==> config.mk <==
export PLATFORM = sky130hd
export DESIGN_NAME = rej_sampler
export DESIGN_NICKNAME = d
export VERILOG_FILES = /design/src/rtl/kyber_pkg.sv /design/src/rtl/rej_sampler.sv
export SDC_FILE = /design/constraint.sdc
export NUM_CORES = 2
export LEC_CHECK = 0
export ABC_AREA = 1
export CORE_AREA = 2 2 529 531
export CTS_BUF_LIST = sky130_fd_sc_hd__clkbuf_2 sky130_fd_sc_hd__clkbuf_4 sky130_fd_sc_hd__clkbuf_8
export DETAILED_ROUTE_END_ITERATION = 16
export DIE_AREA = 0 0 531 533
export HOLD_SLACK_MARGIN = 0.12
export SKIP_LAST_GASP = 1
export SYNTH_ARGS = -nofsm -noshare
export SYNTH_HDL_FRONTEND = slang
export SYNTH_SLANG_ARGS = --single-unit
==> constraint.sdc <==
create_clock -name clk -period 4.75 [get_ports clk]
set_clock_uncertainty 0.2 [all_clocks]
set_input_delay 0.95 -clock clk [delete_from_list [all_inputs] [get_ports clk]]
set_output_delay 0.95 -clock clk [all_outputs]
set_load 0.005 [all_outputs]
==> src/rtl/kyber_pkg.sv <==
// Shared Kyber constants and sampler FSM state type.
// Used by rej_sampler and its bench.
package kyber_pkg;

  localparam int KYBER_Q       = 3329;
  localparam int KYBER_N       = 256;
  localparam int SHAKE128_RATE = 1344;

  typedef enum logic [1:0] {
    IDLE,
    WAIT_BLK,
    PARSE,
    DONE
  } rs_state_e;

endpackage

==> src/rtl/rej_sampler.sv <==
// Kyber uniform rejection sampler: parses 12-bit
// candidates from SHAKE128 blocks, keeps those < Q.
module rej_sampler
  import kyber_pkg::*;
#(
  parameter int R       = SHAKE128_RATE,
  parameter int Q       = KYBER_Q,
  parameter int N       = KYBER_N,
  parameter int MAX_BLK = 4
) (
  input  logic         clk,
  input  logic         rst,
  input  logic         enable,
  input  logic [R-1:0] block_in,
  input  logic         block_valid,
  output logic         block_ready,
  output logic [11:0]  coeff_out,
  output logic         coeff_valid,
  output logic [7:0]   coeff_idx,
  output logic         done,
  output logic         err
);

  localparam int NCAND = R / 12;
  localparam int JW    = (NCAND > 1) ? $clog2(NCAND) : 1;
  localparam int CW    = $clog2(N + 1);
  localparam int BW    = $clog2(MAX_BLK + 1);
  localparam int AW    = JW + 4;

  localparam logic [JW-1:0] J_LAST = JW'(NCAND - 1);
  localparam logic [CW-1:0] N_C    = CW'(N);
  localparam logic [BW-1:0] MB_C   = BW'(MAX_BLK);
  localparam logic [12:0]   Q_C    = 13'(Q);

  rs_state_e     state_q, state_d;
  logic [R-1:0]  buf_q, buf_d;
  logic [CW-1:0] cnt_q, cnt_d;
  logic [BW-1:0] blk_q, blk_d;
  logic [JW-1:0] j_q, j_d;
  logic [11:0]   cout_q, cout_d;
  logic          cval_q, cval_d;
  logic [7:0]    cidx_q, cidx_d;
  logic          err_q, err_d;

  logic [AW-1:0] base;
  logic [11:0]   cand;
  logic          accept;
  logic          last_c;
  logic          full;

  // Candidate j sits at bit 12*j = 8*j + 4*j.
  assign base   = ({4'b0, j_q} << 3) + ({4'b0, j_q} << 2);
  assign cand   = buf_q[base +: 12];
  assign accept = (state_q == PARSE) && ({1'b0, cand} < Q_C);
  assign last_c = (j_q == J_LAST);
  assign full   = accept && ((cnt_q + CW'(1)) == N_C);

  // State register.
  always_ff @(posedge clk) begin
    if (!rst) state_q <= IDLE;
    else      state_q <= state_d;
  end

  // Next-state: a full polynomial beats end-of-block.
  always_comb begin
    state_d = state_q;
    unique case (state_q)
      IDLE:     if (enable) state_d = WAIT_BLK;
      WAIT_BLK: if (block_valid) state_d = PARSE;
      PARSE: begin
        if (full)
          state_d = DONE;
        else if (last_c)
          state_d = (blk_q < MB_C) ? WAIT_BLK : DONE;
      end
      DONE:     if (!enable) state_d = IDLE;
      default:  state_d = IDLE;
    endcase
  end

  // Outputs decoded from state and registered datapath.
  always_comb begin
    block_ready = (state_q == WAIT_BLK);
    done        = (state_q == DONE);
    coeff_out   = cout_q;
    coeff_valid = cval_q;
    coeff_idx   = cidx_q;
    err         = err_q;
  end

  // Datapath next values: buffer, counters, coefficient strobe.
  always_comb begin
    buf_d  = buf_q;
    cnt_d  = cnt_q;
    blk_d  = blk_q;
    j_d    = j_q;
    cout_d = cout_q;
    cval_d = 1'b0;
    cidx_d = cidx_q;
    err_d  = err_q;
    unique case (state_q)
      IDLE: begin
        if (enable) begin
          cnt_d = '0;
          blk_d = '0;
          j_d   = '0;
          err_d = 1'b0;
        end
      end
      WAIT_BLK: begin
        if (block_valid) begin
          buf_d = block_in;
          blk_d = blk_q + BW'(1);
          j_d   = '0;
        end
      end
      PARSE: begin
        if (accept) begin
          cval_d = 1'b1;
          cout_d = cand;
          cidx_d = 8'(cnt_q);
          cnt_d  = cnt_q + CW'(1);
        end
        if (!last_c)
          j_d = j_q + JW'(1);
        else if (!full && (blk_q >= MB_C))
          err_d = 1'b1;
      end
      DONE: begin
        if (!enable) err_d = 1'b0;
      end
      default: ;
    endcase
  end

  // Datapath registers.
  always_ff @(posedge clk) begin
    if (!rst) begin
      buf_q  <= '0;
      cnt_q  <= '0;
      blk_q  <= '0;
      j_q    <= '0;
      cout_q <= '0;
      cval_q <= 1'b0;
      cidx_q <= '0;
      err_q  <= 1'b0;
    end else begin
      buf_q  <= buf_d;
      cnt_q  <= cnt_d;
      blk_q  <= blk_d;
      j_q    <= j_d;
      cout_q <= cout_d;
      cval_q <= cval_d;
      cidx_q <= cidx_d;
      err_q  <= err_d;
    end
  end

endmodule

==> metrics.csv <==
stage;metric;value;unit
floorplan;Initial Util;29.6;%
final_layout;Final Instance Area;0.108;sq mm
timing;Worst slew margin;5.93;%
place;DP Area;0.102;sq mm
worst_setup_path;CP cell instances;ha_4 > inv_1 > fa_4 > clkinv_16 > buf_16 > buf_12 > buf_4 > o21ai_0 > o211ai_1 > nand3_1 > nand3_1 > nand3_1 > nand2_1 > nand2_1 > nand2_1 > nor2_1 > nand2_1 > nand2_2 > nand2_4 > inv_6 > buf_4 > nand2_1 > a21oi_1;
clock_network;TritonCTS clock tree;built;
floorplan;Floorplan Core Area;0.278;sq mm
detailed_routing;Final ANT Viol Nets;0;
worst_setup_path;worst-case reg-to-reg path depth;23;
synth;post-synthesis sequential area ratio;33.8;%
clock_network;TritonCTS buffer count;270;
detailed_routing;Remaining DRCs;0;
clock_network;CTS Root Cell;clkbuf_8;
place;Inst Count DP;17586;
worst_setup_path;most used cell, CP;nand2_1;
place;port bufs;1371;
worst_setup_path;Setup CP Type;reg2reg;
final_layout;fillers;30040;
worst_setup_path;setup slack, reg-to-reg;0.18;ns
floorplan;Die H;533;microns
global_route;vias in the first global route;91300;
timing;Hold Violations, Final;0;
final_layout;commonest non-fill, non-tap cell in the layout;nand2_1;
synth;Synth Net Count;14521;
global_route;antenna violations before repair;77;
detailed_routing;Total Wirelength;455;mm
worst_setup_path;critical path's slowest cell;fa_4;
pwr;PD cells;535;mW/mm^2
clock_network;clock latency on the worst-skew pair;0.96;ns
synth;post-synthesis async set-or-reset flop share;0;%
detailed_routing;Initial DRC Count;12211;
final_layout;Cell Count, Final, Fillers Out;18091;
detailed_routing;vias;99271;
place;worst slack at placement;-0.227;ns
timing;Final setup violation count;0;
pwr;VDD IR max;0.290;mV
synth;share of the synthesized area in the top cell type;33.8;%
worst_setup_path;CP Launch Type;register;
floorplan;I/O Pins;1372;
synth;mux cell area share after synthesis;0.0244;%
worst_setup_path;CP arrival;5.23;ns
global_route;GRT Total Usage;30.5;%
timing;measured slew at the worst slew-check pin;1.40;ns
worst_hold_path;Hold Crit Depth;2;
synth;top cells by area, synth;dfxtp_1 (34%), nand3_1 (17%), nand2_1 (14%), a21oi_1 (10%), o21ai_0 (8.9%);
run;max-cap violations;0;
synth;Synth Cell Area;0.0822;sq mm
synth;post-synthesis adder-cell area fraction;0.192;%
synth;syn_area_per_cell;6.25;sq um
synth;Post-synth EDFFs;0;
timing;Min Clock Period, post-route;4.57;ns
status;status;complete, no violations;
floorplan;Rows;194;
clock_network;Longest Clk Path Bufs;4;
global_route;GR Overflow Total;0;
synth;Mapped Cells;13161;
global_route;global-route wire length before repair;642;mm
detailed_routing;number of iterations in the first detailed-routing pass;6;
timing;Final WS setup;0.176;ns
final_layout;layout overhead on the synthesized area;31.4;%
clock_network;CTS sink cnt;1387;
place;HPWL Detailed;349;mm
floorplan;Die Width;531;microns
final_layout;layout cells sized above 1;8.36;%
worst_hold_path;worst hold path type;reg2reg;
timing;Final Max Slew Viols;0;
timing;Tcrit/Tclk final;96.3;%
synth;xor/xnor share of the synthesized area;0.105;%
detailed_routing;vias per cell;5.49;
synth;largest area contributor in the netlist;dfxtp_1;
synth;yosys warns;0;
final_layout;most frequent cells in the layout;nand2_1 (3,064), nand3_1 (2,709), a21oi_1 (1,684);
clock_network;Worst-path clk slew;0.06;ns
pwr;P_leak;40.0;nW
synth;Compound-Gate Fraction of Synth Area;22.7;%
synth;Post-Synth Simple-Gate Area;33.1;%
synth;Netlist cell types;37;
synth;largest family of logic cells by synthesized area;simple AND/OR/NAND/NOR gates;
synth;Synth Flop Type;dfxtp_1;
synth;Seq cells post-synth;1387;
global_route;largest net degree at the start of global routing;195;
detailed_routing;routed len/inst;25.2;microns
timing;RSZ-0062 raised after global routing;true;
final_layout;Final nets;15509;
timing;setup TNS;0;ns
floorplan;Die ar.;0.283;sq mm
worst_setup_path;Critical Path RT;5.40;ns
worst_setup_path;slowest stage delay, CP;0.90;ns
clock_network;# H-tree levels;5;
worst_setup_path;CP max FO;28;
worst_setup_path;CP endpoint kind;register;
timing;Max Freq;0.219;GHz
place;GPL Wtd Cong;0.984;
==> layer usage <==
layer,global-route usage (%),wire length [microns],vias up
li1,-,-,46830
met1,40.7,192000,46703
met2,47.5,202000,4910
met3,6.02,41100,790
met4,13.2,20400,38
met5,0,257,-
==> synth_stat cells, types with 4 or more instances <==
library cell / number
buf_1: 98
nand3b_1: 7
a21oi_1: 1689
nor2_1: 196
or2_2: 60
inv_2: 5
or2_1: 4
xor2_1: 8
buf_4: 50
dfxtp_1: 1387
o211ai_1: 344
clkbuf_1: 689
o22ai_1: 18
o21ai_1: 21
nor3_1: 4
buf_2: 417
o21ai_0: 1456
buf_6: 7
nand2_1: 3084
o221ai_1: 5
inv_1: 735
nand3_1: 2724
nand4_1: 120
ha_1: 11
==> power breakdown <==
part	internal (mW)	switching (mW)	total [mW]
registers	14.0	1.81	15.8
clock network	7.49	5.77	13.3
logic	9.55	19.2	28.8
total	31.0	26.8	57.8
==> worst paths after layout <==
kind | to | from
worst min register to register | buf_q[0] | buf_q[0]
worst max register to register | cnt_q[2] | j_q[1]
worst max-delay path | cnt_q[2] | j_q[1]
worst min-delay path | buf_q[0] | buf_q[0]
==> registers in the layout, summed over array words and instances (netlist names) <==
signal / cells
state_q: 2
err: 1
blk_q: 3
buf_q: 1344
coeff_out: 12
coeff_valid: 1
cnt_q: 9
coeff_idx: 8
j_q: 7
==> critical path: cells and delay by family (launching register included) <==
| kind | cells | cell delay (ns) |
|---|---|---|
| and+or+nand+nor | 11 | 1.31 |
| adders and majority gates | 2 | 1.03 |
| buffers and inverters | 7 | 1.08 |
| AOI/OAI and AO/OA | 3 | 0.40 |
| DFF | 1 | 0.35 |
==> stage by stage <==
step / hold slack (ns) / power (mW) / utilization, %
6_report: 0.259 / 57.8 / 38.9
5_1_grt: 0.199 / 61.3 / 38.9
4_1_cts: 0.147 / 57.3 / 38.7
3_5_place_dp: 0.243 / 43.9 / 36.6
3_3_place_gp: 0.239 / 43.9 / 36.6
2_1_floorplan: 0.223 / 33.0 / -
==> cells by family (layout without fill, tap and decap cells) <==
group,Yosys count,in the layout
buffers and inverters,2002,3174
xor gates and xnor gates,9,9
muxes,2,2
and+or+nand+nor,6209,6210
AOI/OAI and AO/OA,3540,3540
adders and majority gates,12,12
other,0,33
DFF,1387,1387
==> layout make-up <==
cell class | count | area (sq um) | share of cell area, %
Multi-Input combinational cell | 9773 | 46500 | 43.0
Sequential cell | 1387 | 27800 | 25.7
Timing Repair Buffer | 1976 | 20500 | 18.9
Clock buffer | 399 | 5060 | 4.68
Tap cell | 3724 | 4660 | 4.31
Inverter | 741 | 2850 | 2.64
Clock inverter | 58 | 682 | 0.631
Antenna cell | 33 | 82.6 | 0.0764
==> what timing repair did <==
item	CTS	global route
pin swaps	6	6
hold buffers	0	0
endpoints found under the setup margin	30	33
buffers inserted	6	5
gates cloned	2	2
gates resized for setup	43	40
Power figures use the tool's default switching activity.
